[src/rtl/subtractor_operand_entry.sv]
// Operand entry for a 4-bit subtractor: capture minuend then subtrahend on debounced button presses.
// Define SUBTRACTOR_ENTRY_DEBOUNCE_EN to enable the DEBOUNCE_CYCLES-long button filter.
module subtractor_operand_entry #(
    parameter int unsigned DEBOUNCE_CYCLES = 500000
) (
    input  logic       clk,
    input  logic       rst,
    input  logic [3:0] switches,
    input  logic       enter_btn_n,
    output logic [3:0] minuend,
    output logic [3:0] subtrahend,
    output logic       operands_valid,
    output logic [1:0] state_leds
);

    localparam logic [1:0] GET_A = 2'b00;
    localparam logic [1:0] GET_B = 2'b01;
    localparam logic [1:0] READY = 2'b10;

    logic [3:0] sw_s1;
    logic [3:0] sw_s2;
    logic       btn_s1;
    logic       btn_s2;
    logic [1:0] sync_valid;
    logic       pressed_raw;
    logic       level;
    logic       level_q;
    logic       armed;
    logic       press;
    logic [1:0] state;

    // Switches share the button's synchronizer depth so captured data lines up with the press.
    always_ff @(posedge clk) begin
        if (rst) begin
            sw_s1      <= '0;
            sw_s2      <= '0;
            btn_s1     <= 1'b1;
            btn_s2     <= 1'b1;
            sync_valid <= '0;
        end else begin
            sw_s1      <= switches;
            sw_s2      <= sw_s1;
            btn_s1     <= enter_btn_n;
            btn_s2     <= btn_s1;
            sync_valid <= {sync_valid[0], 1'b1};
        end
    end

    assign pressed_raw = ~btn_s2;

`ifdef SUBTRACTOR_ENTRY_DEBOUNCE_EN
    localparam int unsigned CNT_W = $clog2(DEBOUNCE_CYCLES);
    localparam logic [CNT_W-1:0] CNT_LAST = CNT_W'(DEBOUNCE_CYCLES - 1);

    logic [CNT_W-1:0] db_cnt;
    logic             db_level;

    // The accepted level flips only after DEBOUNCE_CYCLES consecutive differing samples.
    always_ff @(posedge clk) begin
        if (rst) begin
            db_cnt   <= '0;
            db_level <= 1'b0;
        end else if (pressed_raw != db_level) begin
            if (db_cnt == CNT_LAST) begin
                db_level <= pressed_raw;
                db_cnt   <= '0;
            end else begin
                db_cnt <= db_cnt + 1'b1;
            end
        end else begin
            db_cnt <= '0;
        end
    end

    assign level = db_level;
`else
    // DEBOUNCE_CYCLES has no effect in this build; the term is always true.
    assign level = pressed_raw & (DEBOUNCE_CYCLES != 0);
`endif

    // armed stays low after reset until a real released level has crossed the synchronizer,
    // so a button held through reset cannot produce a press.
    always_ff @(posedge clk) begin
        if (rst) begin
            level_q <= 1'b0;
            press   <= 1'b0;
            armed   <= 1'b0;
        end else begin
            level_q <= level;
            press   <= level & ~level_q & armed;
            armed   <= armed | (sync_valid[1] & btn_s2);
        end
    end

    always_ff @(posedge clk) begin
        if (rst) begin
            state          <= GET_A;
            minuend        <= '0;
            subtrahend     <= '0;
            operands_valid <= 1'b0;
        end else begin
            case (state)
                GET_A: begin
                    if (press) begin
                        minuend <= sw_s2;
                        state   <= GET_B;
                    end
                end
                GET_B: begin
                    if (press) begin
                        subtrahend     <= sw_s2;
                        state          <= READY;
                        operands_valid <= 1'b1;
                    end
                end
                READY: begin
                    if (press) begin
                        state          <= GET_A;
                        operands_valid <= 1'b0;
                    end
                end
                default: begin
                    state          <= GET_A;
                    operands_valid <= 1'b0;
                end
            endcase
        end
    end

    assign state_leds = state;

endmodule

[config.mk]
export PLATFORM = sky130hd
export DESIGN_NAME = subtractor_operand_entry
export DESIGN_NICKNAME = d
export VERILOG_FILES = /design/src/rtl/subtractor_operand_entry.sv
export SDC_FILE = /design/constraint.sdc
export NUM_CORES = 1
export LEC_CHECK = 0
export ABC_AREA = 1
export ABC_CLOCK_PERIOD_IN_PS = 2100
export CORE_MARGIN = 2
export CORE_UTILIZATION = 50
export CTS_CLUSTER_DIAMETER = 30
export DETAILED_ROUTE_END_ITERATION = 8
export PLACE_DENSITY = 0.8
export SLEW_MARGIN = 15
export SYNTH_ARGS = -nofsm -noshare
export SYNTH_HDL_FRONTEND = slang
export SYNTH_SLANG_ARGS = --single-unit
[constraint.sdc]
create_clock -name clk -period 2.1 [get_ports clk]
set_input_delay 0.315 -clock clk [delete_from_list [all_inputs] [get_ports clk]]
set_output_delay 0.315 -clock clk [all_outputs]
set_load 0.01 [all_outputs]
==> results of run 1 <==
Yosys cell counts:
| cell | count |
|---|---|
| nor4_1 | 1 |
| or2_2 | 2 |
| nand3_1 | 2 |
| buf_2 | 2 |
| nand2_1 | 3 |
| o21ai_0 | 8 |
| a21o_2 | 1 |
| nand3_4 | 1 |
| nor2_1 | 18 |
| dfxtp_1 | 26 |
| inv_1 | 17 |
| nor3_4 | 1 |
| a21oi_2 | 1 |
| a21oi_1 | 7 |
| inv_2 | 2 |
per-stage QoR:
step / worst slack, ns / utilization
floorplan: 1.129 / -
global placement: 0.6555 / 0.6640
detailed placement: 0.6372 / 0.6640
CTS: 0.3376 / 0.6786
global route: 0.2885 / 0.6786
finish: 0.3556 / 0.6786
final cells by class:
cell class,instances,area (sq um),share of cell area
sequential,26,520.5,0.4976
multi-input combinational,45,234.0,0.2237
timing repair buffer,18,177.7,0.1699
inverter,19,71.32,0.06818
clock buffer,3,22.52,0.02153
tap,16,20.02,0.01914
flip-flops by register name, summed over array words and instances, names as in the netlist:
register / cells
armed: 1
btn_s1: 1
btn_s2: 1
level_q: 1
minuend: 4
operands_valid: 1
press: 1
state_leds: 2
subtrahend: 4
sw_s1: 4
sw_s2: 4
sync_valid: 2
metal layers:
metal | track usage | share of wire | vias to the layer above
met2 | 0.2754 | 0.51 | 20
met3 | 0.04800 | 0.063 | 6
met1 | 0.1628 | 0.39 | 259
li1 | - | - | 317
met5 | 0 | 0 | -
met4 | 0.1059 | 0.029 | 0
cells by family (layout without fill, tap and decap cells):
family	count (synthesis)	count (layout)
AO/OA/AOI/OAI	17	17
buffers and inverters	21	40
flip-flops	26	26
AND/OR/NAND/NOR	28	28
worst max path at each step:
stage                              from            end  slack [ns]  depth (start not counted)
final                     state_leds[0]  state_leds[0]        0.36                          1
after global placement              rst         btn_s2        0.66                          3
after CTS                 state_leds[0]  state_leds[0]        0.34                          1
after floorplan           state_leds[0]  subtrahend[0]        1.13                          3
after detailed placement            rst         btn_s2        0.64                          3
after global routing      state_leds[0]  state_leds[0]        0.29                          1
power by group:
group          switching [mW]  total, mW  internal, mW  leakage (nW)
logic                  0.0167     0.0362        0.0195         0.202
clock network           0.127      0.195        0.0671        0.0138
registers             0.00525      0.512         0.507         0.213
==> results by group, run 1 <==
Worst setup path
  – Startpoint Class: flop
  – Slowest stage delay, CP: around 0.6 ns
  – Cell family with most CP delay: buffers and inverters
  – Crit-path slowest cell: clkdlybuf4s50_1
  – CP cell instances: clkdlybuf4s50_1
  – Worst Path Buf+Inv: 1
  – Worst R2R End: minuend[1]
  – Setup Crit Path Kind: flop to primary output
  – R2R depth: 5
  – CP endpoint kind: primary output
  – R2R Setup Slk: 1.00 ns
  – Critical Path AT: between 1 and 1.5 ns
  – Launching point of the worst reg2reg path: press
  – Worst path required time: around 1.8 ns
  – CP Max Fanout: 6

Min path
  – Worst hold start: sw_s1[2]
  – Worst hold path class: flop to flop
  – Worst Hold Endpoint: sw_s2[2]
  – Worst Hold Path Cells: 2

STA
  – Setup TNS: 0 ns
  – Setup violators final: 0
  – Slew Limit Headroom: 0.7938
  – Final Max Tran Viols: 0
  – Unrepaired setup endpoints after global routing: no
  – Clk_skew: ~0.0033 ns
  – Hold_ws: a little over 0.4 ns
  – Final Hold Fails: 0
  – Worst slew pin tran: slightly above 0.3 ns
  – Fmax: around 570 MHz
  – Fin crit period: approximately 1.7 ns
  – Tcrit/Tclk final: 0.8306

Logic synthesis
  – Mapped Cells: 92
  – Simple-gate share of the synthesized area: 0.1692
  – Synth area leader: dfxtp_1
  – Synth warn: 0
  – Mux share of post-synthesis cell area: 0
  – Largest family of logic cells by synthesized area: simple AND/OR/NAND/NOR gates
  – Post-Syn Area: 835.8 sq um
  – Syn_nets: 99
  – Share of the synthesized area in the top cell type: 0.6228
  – Area share of fa/ha/maj cells after synthesis: 0
  – Synth area leaders: dfxtp_1, nor2_1, inv_1
  – Synth Register Bits: 26
  – Seq/Total Area, Yosys: 0.6228
  – Compound-Gate Fraction of Synth Area: 0.1108
  – Post-synthesis cell type count: 15
  – Avg Cell Area, Syn: just over 9 sq um
  – Xor/xnor share of the synthesized area: 0

Die
  – Starting density of the core: 0.5422
  – Die height: approximately 45 um
  – Core footprint: 0.001541 sq mm
  – Rows: 14
  – Die ar.: 0.002015 sq mm
  – Io pins: 18
  – Die X: between 40 and 50 um

Global routing
  – Final global-route overflow total: 0
  – Largest net degree at the start of global routing: 14
  – GRT Util Overall: 0.1584
  – Initial antenna violation count: 0
  – First-pass GRT wire length: about 2200 um
  – Number of global-route vias before repair: between 500 and 600

Final layout
  – Commonest non-fill, non-tap cell in the layout: dfxtp_1
  – Nets: 120
  – Inserted Diodes: 0
  – Fillers: ~130
  – Post-route cell area: 0.001046 sq mm
  – Final Non-Filler Cells: 127
  – Commonest non-fill, non-tap cells in the layout: dfxtp_1, nor2_1, inv_1, clkdlybuf4s50_1, o21ai_0
  – Layout area overhead: 25.15%
  – Share of layout cells above drive strength 1: 0.1081

Job
  – Max cap viols: 0

Routing
  – Via Count: around 600
  – Wire per inst: about 10 um
  – Drc violations: 0
  – Initial DRC Count: 8
  – WL final: between 1000 and 1500 um
  – DR pass1 iterations: 4
  – Routed vias/inst: between 4 and 5
  – Final ANT Viol Nets: 0

Power
  – Total power: 743.2 uW
  – PwrDens: ~700 mW/mm^2
  – Pleak: 0.4282 nW
  – Peak supply drop: slightly below 0.4 mV

Clock tree
  – TritonCTS clock tree: built
  – H-tree depth: 1
  – Hold buffer count at cts: 0
  – Clock sinks: 26
  – Clk_lat worst skew: roughly 0.31 ns
  – Worst-path clk slew: roughly 0.12 ns
  – Clk root buf: clkbuf_4
  – Post-CTS setup repair buffer count: 0
  – Post-cts gate resize count: 0
  – Clock Path Buffers: 2
  – Num CTS Buffers: 3

Outcome
  – Status: finished clean

Placed design
  – Port Buffers: 17
  – Inst Count DP: approximately 120
  – Dpl cell area: around 0.0010 sq mm
  – DP HPWL: approximately 1100 um
  – GP Congestion: around 0.73
(Power assumes the default switching activity.)
==> run 2: changes to the inputs <==
--- a/config.mk
+++ b/config.mk
@@ -6,12 +6,12 @@
 export NUM_CORES = 1
 export LEC_CHECK = 0
 export ABC_AREA = 1
-export ABC_CLOCK_PERIOD_IN_PS = 2100
+export ABC_CLOCK_PERIOD_IN_PS = 1500
 export CORE_MARGIN = 2
-export CORE_UTILIZATION = 50
+export CORE_UTILIZATION = 42
 export CTS_CLUSTER_DIAMETER = 30
 export DETAILED_ROUTE_END_ITERATION = 8
-export PLACE_DENSITY = 0.8
+export PLACE_DENSITY = 0.72
 export SLEW_MARGIN = 15
 export SYNTH_ARGS = -nofsm -noshare
 export SYNTH_HDL_FRONTEND = slang
==> constraint.sdc (replaced) <==
create_clock -name clk -period 1.5 [get_ports clk]
set_input_delay 0.225 -clock clk [delete_from_list [all_inputs] [get_ports clk]]
set_output_delay 0.225 -clock clk [all_outputs]
set_load 0.01 [all_outputs]
==> run 2 against run 1 <==
Effect of this change:
- total power increased by 48%
- sequential power increased by 40%
- cell count increased by 10%
- clock-buffer cell count increased by 1
- clock skew increased by 0.0023 ns
- via count decreased by 2.8%
- routed wire length decreased by 9.5%
- cell area increased by 3.9%
- worst hold slack got worse by 0.016 ns
- critical path depth unchanged
- register-to-register slack got worse by 0.61 ns
- highest routed layer unchanged
- largest power group unchanged
- sequential cell count unchanged
==> results by group, run 2 (synthesis gave the netlist of run 1 again) <==
Routing
  – Wire per inst: 8.486 um (was 10.33 um)
  – WL final: 1188 um (was 1312 um)
  – DR pass1 iterations: 3 (was 4)
  – Final ANT Viol Nets: 0 (unchanged)
  – Via Count: 585 (was 602)
  – Initial DRC Count: 3 (was 8)
  – Routed vias/inst: 4.179 (was 4.740)
  – Drc violations: 0 (unchanged)

Placed design
  – DP HPWL: 912.4 um (was 1061 um)
  – Inst Count DP: 136 (was 124)
  – GP Congestion: 0.7118 (was 0.7326)
  – Port Buffers: 17 (unchanged)

STA
  – Final Max Tran Viols: 0 (unchanged)
  – Setup TNS: 0 ns (unchanged)
  – Unrepaired setup endpoints after global routing: no (unchanged)
  – Fmax: between 600 and 700 MHz
  – Slew Limit Headroom: 0.8373 (was 0.7938)
  – Final Hold Fails: 0 (unchanged)
  – Clk_skew: 0.005569 ns (was 0.003289 ns)
  – Tcrit/Tclk final: 0.9606
  – Worst slew pin tran: 0.2432 ns (was 0.3089 ns)
  – Fin crit period: 1.441 ns
  – Setup violators final: 0 (unchanged)
  – Hold_ws: 0.3982 ns (was 0.4146 ns)

Clock tree
  – Clock Path Buffers: 2 (unchanged)
  – TritonCTS clock tree: built (unchanged)
  – Post-CTS setup repair buffer count: 0 (unchanged)
  – Clk_lat worst skew: 0.31 ns (about the same)
  – Clk root buf: clkbuf_4 (unchanged)
  – Num CTS Buffers: 3 (unchanged)
  – Clock sinks: 26 (unchanged)
  – Worst-path clk slew: 0.13 ns (was 0.12 ns)
  – H-tree depth: 1 (unchanged)

Outcome
  – Status: finished clean (unchanged)

Min path
  – Worst hold path class: flop to flop (unchanged)
  – Worst hold start: level_q (was sw_s1[2])

Global routing
  – Initial antenna violation count: 0 (unchanged)
  – First-pass GRT wire length: 2076 um (was 2152 um)
  – Final global-route overflow total: 0 (unchanged)
  – Number of global-route vias before repair: 498 (was 531)
  – GRT Util Overall: 0.1145 (was 0.1584)
  – Largest net degree at the start of global routing: 16 (was 14)

Worst setup path
  – Setup Crit Path Kind: flop to primary output (unchanged)
  – Worst path required time: 1.27 ns (was 1.78 ns)
  – CP Launch Point: minuend[3] (was state_leds[0])
  – Launching point of the worst reg2reg path: state_leds[0] (was press)
  – Crit-path slowest cell: clkdlybuf4s50_1 (unchanged)
  – Startpoint Class: flop (unchanged)
  – Critical Path AT: 1.22 ns (was 1.43 ns)
  – Cell family with most CP delay: buffers and inverters (unchanged)
  – Slowest stage delay, CP: 0.55 ns (was 0.60 ns)
  – CP endpoint kind: primary output (unchanged)
  – CP Max Fanout: 2 (was 6)
  – Worst Path Buf+Inv: 1 (unchanged)
  – CP cell instances: clkdlybuf4s50_1 (unchanged)

Final layout
  – Commonest non-fill, non-tap cell in the layout: dfxtp_1 (unchanged)
  – Final Non-Filler Cells: 140 (was 127)
  – Commonest non-fill, non-tap cells in the layout: dfxtp_1, nor2_1, inv_1 (was dfxtp_1, nor2_1, inv_1, clkdlybuf4s50_1, o21ai_0)
  – Nets: 121 (was 120)
  – Inserted Diodes: 0 (unchanged)
  – Layout area overhead: 30.09% (was 25.15%)
  – Final core occ: 0.5658 (was 0.6786)
  – Share of layout cells above drive strength 1: 0.1327 (was 0.1081)

Job
  – Max cap viols: 0 (unchanged)

Die
  – Io pins: 18 (unchanged)
  – Core footprint: 0.001922 sq mm (was 0.001541 sq mm)
  – Starting density of the core: 0.4349 (was 0.5422)
  – Die ar.: 0.002363 sq mm (was 0.002015 sq mm)
  – Die X: 48.61 um (was 44.89 um)
  – Rows: 16 (was 14)
  – Die height: 48.61 um (was 44.89 um)

Power
  – Pleak: 0.4604 nW (was 0.4282 nW)
  – PwrDens: 1012 mW/mm^2 (was 710.5 mW/mm^2)
  – Peak supply drop: 0.4326 mV (was 0.3917 mV)
## run 2: changes by cell type in the layout (fill, tap and decap cells not counted), sizes merged
cell,before,now
buf,1,2
dlymetal6s2s,0,1
clkbuf,3,4
clkdlybuf4s50,17,16
## run 2: path summary, 6_finish.rpt
| path | endpoint | slack [ns] | cells after the start |
|---|---|---|---|
| worst min-delay path | press | 0.40 | 1 |
| worst min register to register | press | 0.40 | 1 |
| worst max register to register | minuend[3] | 0.39 | 5 |
| worst max-delay path | minuend[3] | 0.06 | 1 |
## run 2: repair_timing
action,in CTS,in global routing
setup endpoints to repair,1,1
hold buffers,0,0
gates resized for setup,2,1
## run 2: final cells by class
cell class | instances | area (sq um)
repair buffers | 19 | 187.7
flip-flops and latches | 26 | 524.3
inverters | 19 | 71.32
well taps | 27 | 33.78
clock buffers | 4 | 36.28
fillers | 176 | 834.6
multi-input cells | 45 | 234.0
## run 2: layer usage
| layer | global-route usage | routed length, um |
|---|---|---|
| met5 | 0 | 0 |
| met4 | 0.08571 | 32 |
| met3 | 0.02778 | 39 |
| met2 | 0.1712 | 539 |
| met1 | 0.1426 | 576 |
## run 2: where the power goes
part           internal, mW  switching (mW)
Combinational        0.0277          0.0230
Sequential            0.708         0.00676
Clock                 0.148           0.187
## run 2: through the flow
| stage | worst slack [ns] | power, mW | instance area (sq um) |
|---|---|---|---|
| floorplan | 0.5293 | 0.7586 | 835.8 |
| global placement | 0.3077 | 0.7818 | 1045 |
| detailed placement | 0.2800 | 0.7841 | 1045 |
| CTS | 0.01845 | 1.114 | 1085 |
| global route | 0.002300 | 1.155 | 1087 |
| finish | 0.05903 | 1.101 | 1087 |
